$ cat src/rtl/payload_byte_feeder_if.sv
// payload_byte_feeder_if: payload word stream (s_data/s_keep/s_last/s_valid in, s_ready back)
interface payload_byte_feeder_if #(
  parameter int DATA_WIDTH = 64,
  parameter int KEEP_WIDTH = 8
);
  logic [DATA_WIDTH-1:0] s_data;
  logic [KEEP_WIDTH-1:0] s_keep;
  logic                  s_last;
  logic                  s_valid;
  logic                  s_ready;
  modport master (output s_data, s_keep, s_last, s_valid, input s_ready);
  modport slave  (input s_data, s_keep, s_last, s_valid, output s_ready);
endinterface

$ cat src/rtl/payload_byte_feeder.sv
// payload_byte_feeder: serializes payload words (s stream) into one byte/clk on char_out/en with sod/eod pulses and pkt_len
module payload_byte_feeder #(
  parameter int DATA_WIDTH = 64,
  parameter int KEEP_WIDTH = 8,
  parameter int CNT_WIDTH  = 16,
  parameter int CASE_FOLD  = 1
) (
  input  logic                 clk,
  input  logic                 rst,
  payload_byte_feeder_if.slave s,
  output logic                 sod,
  output logic                 en,
  output logic                 eod,
  output logic [7:0]           char_out,
  output logic [CNT_WIDTH-1:0] pkt_len
);
  localparam int PW = $clog2(KEEP_WIDTH + 1);
  localparam int IW = $clog2(DATA_WIDTH / 8);
  typedef enum logic [2:0] {IDLE, SOD, STREAM, FETCH, EOD} state_t;
  state_t                          state_q, state_d;
  logic [DATA_WIDTH/8-1:0][7:0]    word_q, word_d;
  logic [PW-1:0]                   n_q, n_d, pos_q, pos_d, in_n, e_pos, e_n;
  logic                            last_q, last_d, sod_q, sod_d, en_q, en_d, eod_q, eod_d, rdy_q, rdy_d;
  logic [7:0]                      char_q, char_d, e_byte;
  logic [CNT_WIDTH-1:0]            cnt_q, cnt_d, len_q, len_d, cnt_inc;
  logic                            acc, have_buf, buf_done_last, e_last, emit, to_eod;
  function automatic logic [PW-1:0] lanes(input logic [KEEP_WIDTH-1:0] k);
    logic [PW-1:0] n;
    logic          stop;
    n = '0;
    stop = 1'b0;
    for (int i = 0; i < KEEP_WIDTH; i++)
      if (!stop && k[i]) n = n + PW'(1);
      else stop = 1'b1;
    return n;
  endfunction
  function automatic logic [7:0] fold(input logic [7:0] b);
    return (CASE_FOLD != 0 && b >= 8'h41 && b <= 8'h5A) ? (b | 8'h20) : b;
  endfunction
  always_comb begin
    acc           = rdy_q & s.s_valid;
    in_n          = lanes(s.s_keep);
    cnt_inc       = (&cnt_q) ? cnt_q : cnt_q + CNT_WIDTH'(1);
    // only SOD/STREAM hold a buffered word whose flags are meaningful
    have_buf      = (state_q == SOD || state_q == STREAM) && pos_q != n_q;
    buf_done_last = (state_q == SOD || state_q == STREAM) && pos_q == n_q && last_q;
    e_byte        = have_buf ? word_q[pos_q[IW-1:0]] : s.s_data[7:0];
    e_pos         = have_buf ? pos_q : '0;
    e_n           = have_buf ? n_q : in_n;
    e_last        = have_buf ? last_q : s.s_last;
    emit          = have_buf || (!buf_done_last && acc && in_n != '0);
    to_eod        = !have_buf && (buf_done_last || (acc && in_n == '0 && s.s_last));
    state_d = state_q;
    word_d  = word_q;
    n_d     = n_q;
    pos_d   = pos_q;
    last_d  = last_q;
    cnt_d   = cnt_q;
    len_d   = len_q;
    char_d  = char_q;
    sod_d   = 1'b0;
    en_d    = 1'b0;
    eod_d   = 1'b0;
    rdy_d   = 1'b0;
    if (acc) begin
      word_d = s.s_data;
      n_d    = in_n;
      last_d = s.s_last;
      pos_d  = '0;
    end
    case (state_q)
      IDLE, EOD: begin
        rdy_d   = !acc;
        sod_d   = acc;
        state_d = acc ? SOD : IDLE;
        cnt_d   = acc ? '0 : cnt_q;
      end
      default: begin
        if (emit) begin
          state_d = STREAM;
          en_d    = 1'b1;
          char_d  = fold(e_byte);
          pos_d   = e_pos + PW'(1);
          cnt_d   = cnt_inc;
          // open the input while the word's final byte is on char_out so the next word follows without a bubble
          rdy_d   = (e_pos + PW'(1) == e_n) && !e_last;
        end else if (to_eod) begin
          state_d = EOD;
          eod_d   = 1'b1;
          len_d   = cnt_q;
          rdy_d   = 1'b1;
        end else begin
          state_d = FETCH;
          rdy_d   = 1'b1;
        end
      end
    endcase
  end
  always_ff @(posedge clk) begin
    if (rst) begin
      state_q <= IDLE;
      word_q  <= '0;
      n_q     <= '0;
      pos_q   <= '0;
      last_q  <= 1'b0;
      cnt_q   <= '0;
      len_q   <= '0;
      char_q  <= '0;
      sod_q   <= 1'b0;
      en_q    <= 1'b0;
      eod_q   <= 1'b0;
      rdy_q   <= 1'b0;
    end else begin
      state_q <= state_d;
      word_q  <= word_d;
      n_q     <= n_d;
      pos_q   <= pos_d;
      last_q  <= last_d;
      cnt_q   <= cnt_d;
      len_q   <= len_d;
      char_q  <= char_d;
      sod_q   <= sod_d;
      en_q    <= en_d;
      eod_q   <= eod_d;
      rdy_q   <= rdy_d;
    end
  end
  assign s.s_ready = rdy_q;
  assign sod       = sod_q;
  assign en        = en_q;
  assign eod       = eod_q;
  assign char_out  = char_q;
  assign pkt_len   = len_q;
endmodule

$ cat src/flat_wrapper.sv
// flat-port wrapper written by rule: the top's interface ports become plain ports
module payload_byte_feeder_flat 
#(
  parameter int DATA_WIDTH = 64,
  parameter int KEEP_WIDTH = 8,
  parameter int CNT_WIDTH  = 16,
  parameter int CASE_FOLD  = 1
)
  (clk, rst, sod, en, eod, char_out, pkt_len, s_s_data, s_s_keep, s_s_last, s_s_valid, s_s_ready);
  payload_byte_feeder_if #(.DATA_WIDTH(DATA_WIDTH), .KEEP_WIDTH(KEEP_WIDTH)) s_i ();
  input  logic clk;
  input  logic rst;
  output logic sod;
  output logic en;
  output logic eod;
  output logic [7:0] char_out;
  output logic [CNT_WIDTH-1:0] pkt_len;
  input wire logic [$bits(s_i.s_data)-1:0] s_s_data;
  input wire logic [$bits(s_i.s_keep)-1:0] s_s_keep;
  input wire logic [$bits(s_i.s_last)-1:0] s_s_last;
  input wire logic [$bits(s_i.s_valid)-1:0] s_s_valid;
  output wire logic [$bits(s_i.s_ready)-1:0] s_s_ready;
  assign s_i.s_data = s_s_data;
  assign s_i.s_keep = s_s_keep;
  assign s_i.s_last = s_s_last;
  assign s_i.s_valid = s_s_valid;
  assign s_s_ready = s_i.s_ready;
  payload_byte_feeder #(.DATA_WIDTH(DATA_WIDTH), .KEEP_WIDTH(KEEP_WIDTH), .CNT_WIDTH(CNT_WIDTH), .CASE_FOLD(CASE_FOLD)) u_core (.clk(clk), .rst(rst), .s(s_i), .sod(sod), .en(en), .eod(eod), .char_out(char_out), .pkt_len(pkt_len));
endmodule
$ cat config.mk
export PLATFORM = sky130hd
export DESIGN_NAME = payload_byte_feeder_flat
export DESIGN_NICKNAME = d
export VERILOG_FILES = /design/src/rtl/payload_byte_feeder_if.sv /design/src/rtl/payload_byte_feeder.sv /design/src/flat_wrapper.sv
export SDC_FILE = /design/constraint.sdc
export NUM_CORES = 1
export LEC_CHECK = 0
export BUFFER_PORTS_ARGS = -buffer_cell sky130_fd_sc_hd__buf_4
export CORE_ASPECT_RATIO = 0.8
export CORE_MARGIN = 4
export CORE_UTILIZATION = 60
export CTS_BUF_LIST = sky130_fd_sc_hd__clkbuf_4
export DETAILED_ROUTE_END_ITERATION = 7
export GPL_TIMING_DRIVEN = 0
export HOLD_SLACK_MARGIN = 0.1
export PLACE_DENSITY = 0.92
export SLEW_MARGIN = 10
export SYNTH_ARGS = -nofsm -noshare
export SYNTH_HDL_FRONTEND = slang
export SYNTH_SLANG_ARGS = --single-unit
$ cat constraint.sdc
create_clock -name clk -period 6.2 [get_ports clk]
set_input_delay 0.93 -clock clk [delete_from_list [all_inputs] [get_ports clk]]
set_output_delay 0.93 -clock clk [all_outputs]
set_load 0.1 [all_outputs]
==> run summary <==
• WL/cell: 17.45 um
• buffer type at the clock tree root: sky130_fd_sc_hd__clkbuf_4
• total congestion overflow after global routing: 0
• Worst Hold Class: flop to flop
• number of vias per cell: 6.033
• maximum number of pins on one net before global-route repair: 17
• Worst Setup End Kind: flop
• power after layout: 2.251 mW
• vias in the first global route: 5,212
• Post-CTS Hold Fix Bufs: 0
• prevailing post-synth register cell: sky130_fd_sc_hd__dfxtp_1
• antenna diode count: 0
• leading cell type in the layout, fill and taps excluded: sky130_fd_sc_hd__nand2_1
• number of setup violations in the final report: 0
• number of buffers inserted to repair setup after CTS: 0
• portion of the clock cycle consumed by the worst path in the final layout: 81.54%
• number of input and output port buffers inserted: 102
• unrepaired setup endpoints after global routing: false
• worst min-delay path startpoint: u_core.word_q[14]
• timing startpoint of the critical path: s_s_keep[2]
• TritonCTS clock tree: built
• remaining max-slew budget at the tightest pin: 44.09%
• effective utilization at floorplan: 63.18%
• Die Footprint: 0.01077 mm^2
• clock sink count: 119
• clock transition time at the flip-flop clock pins of the worst setup and hold paths: 110 ps
• synthesized area divided by synthesized cell count: 8.374 um^2
• total routed wire length on the met1 layer: 6067 um
• Clock Path Buffers: 2
• leakage power: 2.603 nW
• distinct cell type count of the synthesized netlist: 53
• # DRC: 0
• synthesis warning total: 0
• deepest level of the CTS H-tree: 4
• count of final hold-check violations: 0
• met2 wire length: 7389 um
• data required time at the worst endpoint: 6600 ps
• transition time at the pin with the least slew margin: 838.7 ps
• first-pass GRT wire length: 25,210 um
• Worst Skew: 23.25 ps
• power density over the cells: 336.0 mW/mm^2
• number of DRC markers in iteration 0: 695
• syn nets: 739
• post-synthesis instance area: 0.005502 mm^2
• highest routed layer: met4
• Floorplan Core Area: 0.008708 mm^2
• die width: 115.1 um
• routed wire length: 15,740 um
• final count of pins violating max slew: 0
• die outline height: 93.65 um
• critical path start-end classification: input pin to flop
• I/O pins: 104
• top library cells by usage in the layout, fill and taps aside: sky130_fd_sc_hd__nand2_1, sky130_fd_sc_hd__dfxtp_1, sky130_fd_sc_hd__buf_4
• Setup Total Neg Slack: 0 ps
• post-layout minimum cycle time: 5056 ps
• top achievable clock speed: 197.8 MHz
• sequential element share of the synthesized area: 43.30%
• Clock Latency Late Sink: 540 ps
• startpoint types: input pin
• outcome: complete, no violations
• initial antenna violation count: 0
• overall fraction of global-route tracks in use: 29.81%
• number of synthesized flops with an enable pin: 0
• peak fanout along the critical path: 10
• share of synthesized flip-flops with an asynchronous set or reset: 0%
• nets@finish: 860
• total length of routed met3 wires: 1645 um
• post-cts resize count: 0
• Max Cap Violations: 0
• final RePlAce weighted congestion: 0.9040
• critical path data arrival time: 5460 ps
• share of post-route cells with drive strength above 1: 20.63%
• DP Wirelength: 11,400 um
• startpoint of the worst register-to-register path: u_core.pos_q[1]
• number of synthesized register bits: 119
• count of TritonRoute iterations in the first routing pass: 8
• residual antenna-violating net count after detailed routing: 0
• count of vias placed by the detailed router: 5,442
• Placement Rows: 30
• Worst IR Drop VDD: 0.0002021 V
• post-synthesis instance total: 657
• flop-to-flop setup slack: 2510 ps
• number of buffers created by CTS: 17
• area growth from synthesis to final layout: 21.76%
==> layout make-up <==
cell class              count  area (um^2)
multi-input cells         491         2932
flip-flops and latches    119         2382
fillers                   564         2009
repair buffers            102        765.7
plain buffers              41        165.2
clock inverters            13        156.4
well taps                 112        140.1
clock buffers              18        135.1
inverters                   6        22.52
==> synthesized netlist by cell type, types with 6 or more instances <==
library cell	instances	area [um^2]
sky130_fd_sc_hd__a21oi_1	91	455.4
sky130_fd_sc_hd__a31oi_1	6	37.54
sky130_fd_sc_hd__and3_1	6	37.54
sky130_fd_sc_hd__buf_1	11	41.29
sky130_fd_sc_hd__clkbuf_1	26	97.59
sky130_fd_sc_hd__dfxtp_1	119	2382
sky130_fd_sc_hd__ha_1	6	75.07
sky130_fd_sc_hd__inv_1	6	22.52
sky130_fd_sc_hd__mux2i_1	30	300.3
sky130_fd_sc_hd__mux4_2	16	360.4
sky130_fd_sc_hd__nand2_1	163	611.8
sky130_fd_sc_hd__nand3_1	12	60.06
sky130_fd_sc_hd__nand4_1	6	37.54
sky130_fd_sc_hd__nor2_1	61	229.0
sky130_fd_sc_hd__o21ai_0	11	55.05
sky130_fd_sc_hd__or3_1	6	37.54
sky130_fd_sc_hd__xnor2_1	10	87.58
==> per-stage QoR <==
| step | hold WS [ps] | cell area (um^2) | utilization, % | setup WS (ps) | instances |
|---|---|---|---|---|---|
| after CTS | 461.2 | 6699 | 76.93 | 1297 | 902 |
| final | 462.7 | 6699 | 76.93 | 1144 | 902 |
| after detailed placement | 445.4 | 6407 | 73.58 | 772.5 | 871 |
| after global routing | 484.4 | 6699 | 76.93 | 901.5 | 902 |
| after global placement | 439.0 | 6407 | 73.58 | 1045 | 871 |
| after floorplan | 433.1 | 5502 | - | 1735 | 657 |
==> flip-flops by register name, summed over array words and instances, names as in the netlist <==
register          cells
u_core.pkt_len       16
u_core.word_q        64
u_core.eod            1
u_core.pos_q          4
u_core.last_q         1
u_core.cnt_q         16
u_core.n_q            4
u_core.sod            1
u_core.char_out       8
u_core.en             1
u_core.state_q        2
u_core.s.s_ready      1
==> routing by layer <==
metal | GRT usage (%) | vias to the layer above
met5 | 0 | -
met4 | 14.27 | 0
met3 | 7.374 | 87
met2 | 47.25 | 365
met1 | 38.08 | 2460
li1 | - | 2530
==> final timing paths <==
kind | to | depth (start not counted)
min reg2reg | u_core.word_q[14] | 2
min | u_core.word_q[14] | 2
max | u_core.char_out[7] | 19
max reg2reg | u_core.s.s_ready | 12
==> power breakdown <==
part,switching (mW),internal [mW]
clock network,0.301,0.280
logic,0.530,0.242
registers,0.0533,0.845
total,0.884,1.37
==> kinds of logic after synthesis <==
logic type               Yosys count  synth area share [%]
adder cells (fa/ha/maj)            6                 1.365
XOR/XNOR                          16                 2.797
multiplexers                      48                 12.42
buffers and inverters             47                 3.411
flip-flops                       119                 43.30
AND/OR/NAND/NOR                  283                 22.31
AO/OA/AOI/OAI                    138                 14.40
==> worst max-delay path: stages <==
cell and delay [ps]:
sky130_fd_sc_hd__buf_4 110, sky130_fd_sc_hd__inv_1 40, sky130_fd_sc_hd__a21boi_0 400, sky130_fd_sc_hd__ha_1 350
sky130_fd_sc_hd__nand2_1 80, sky130_fd_sc_hd__a31oi_1 140, sky130_fd_sc_hd__ha_1 350, sky130_fd_sc_hd__nor2b_1 50
sky130_fd_sc_hd__o31ai_1 200, sky130_fd_sc_hd__ha_1 270, sky130_fd_sc_hd__mux2i_1 130, sky130_fd_sc_hd__a2111oi_0 110
sky130_fd_sc_hd__a21oi_1 340, sky130_fd_sc_hd__and4b_4 310, sky130_fd_sc_hd__o221a_1 270, sky130_fd_sc_hd__buf_1 510
sky130_fd_sc_hd__clkbuf_1 510, sky130_fd_sc_hd__mux2i_1 280, sky130_fd_sc_hd__nor2_1 90
(Power assumes the default switching activity.)
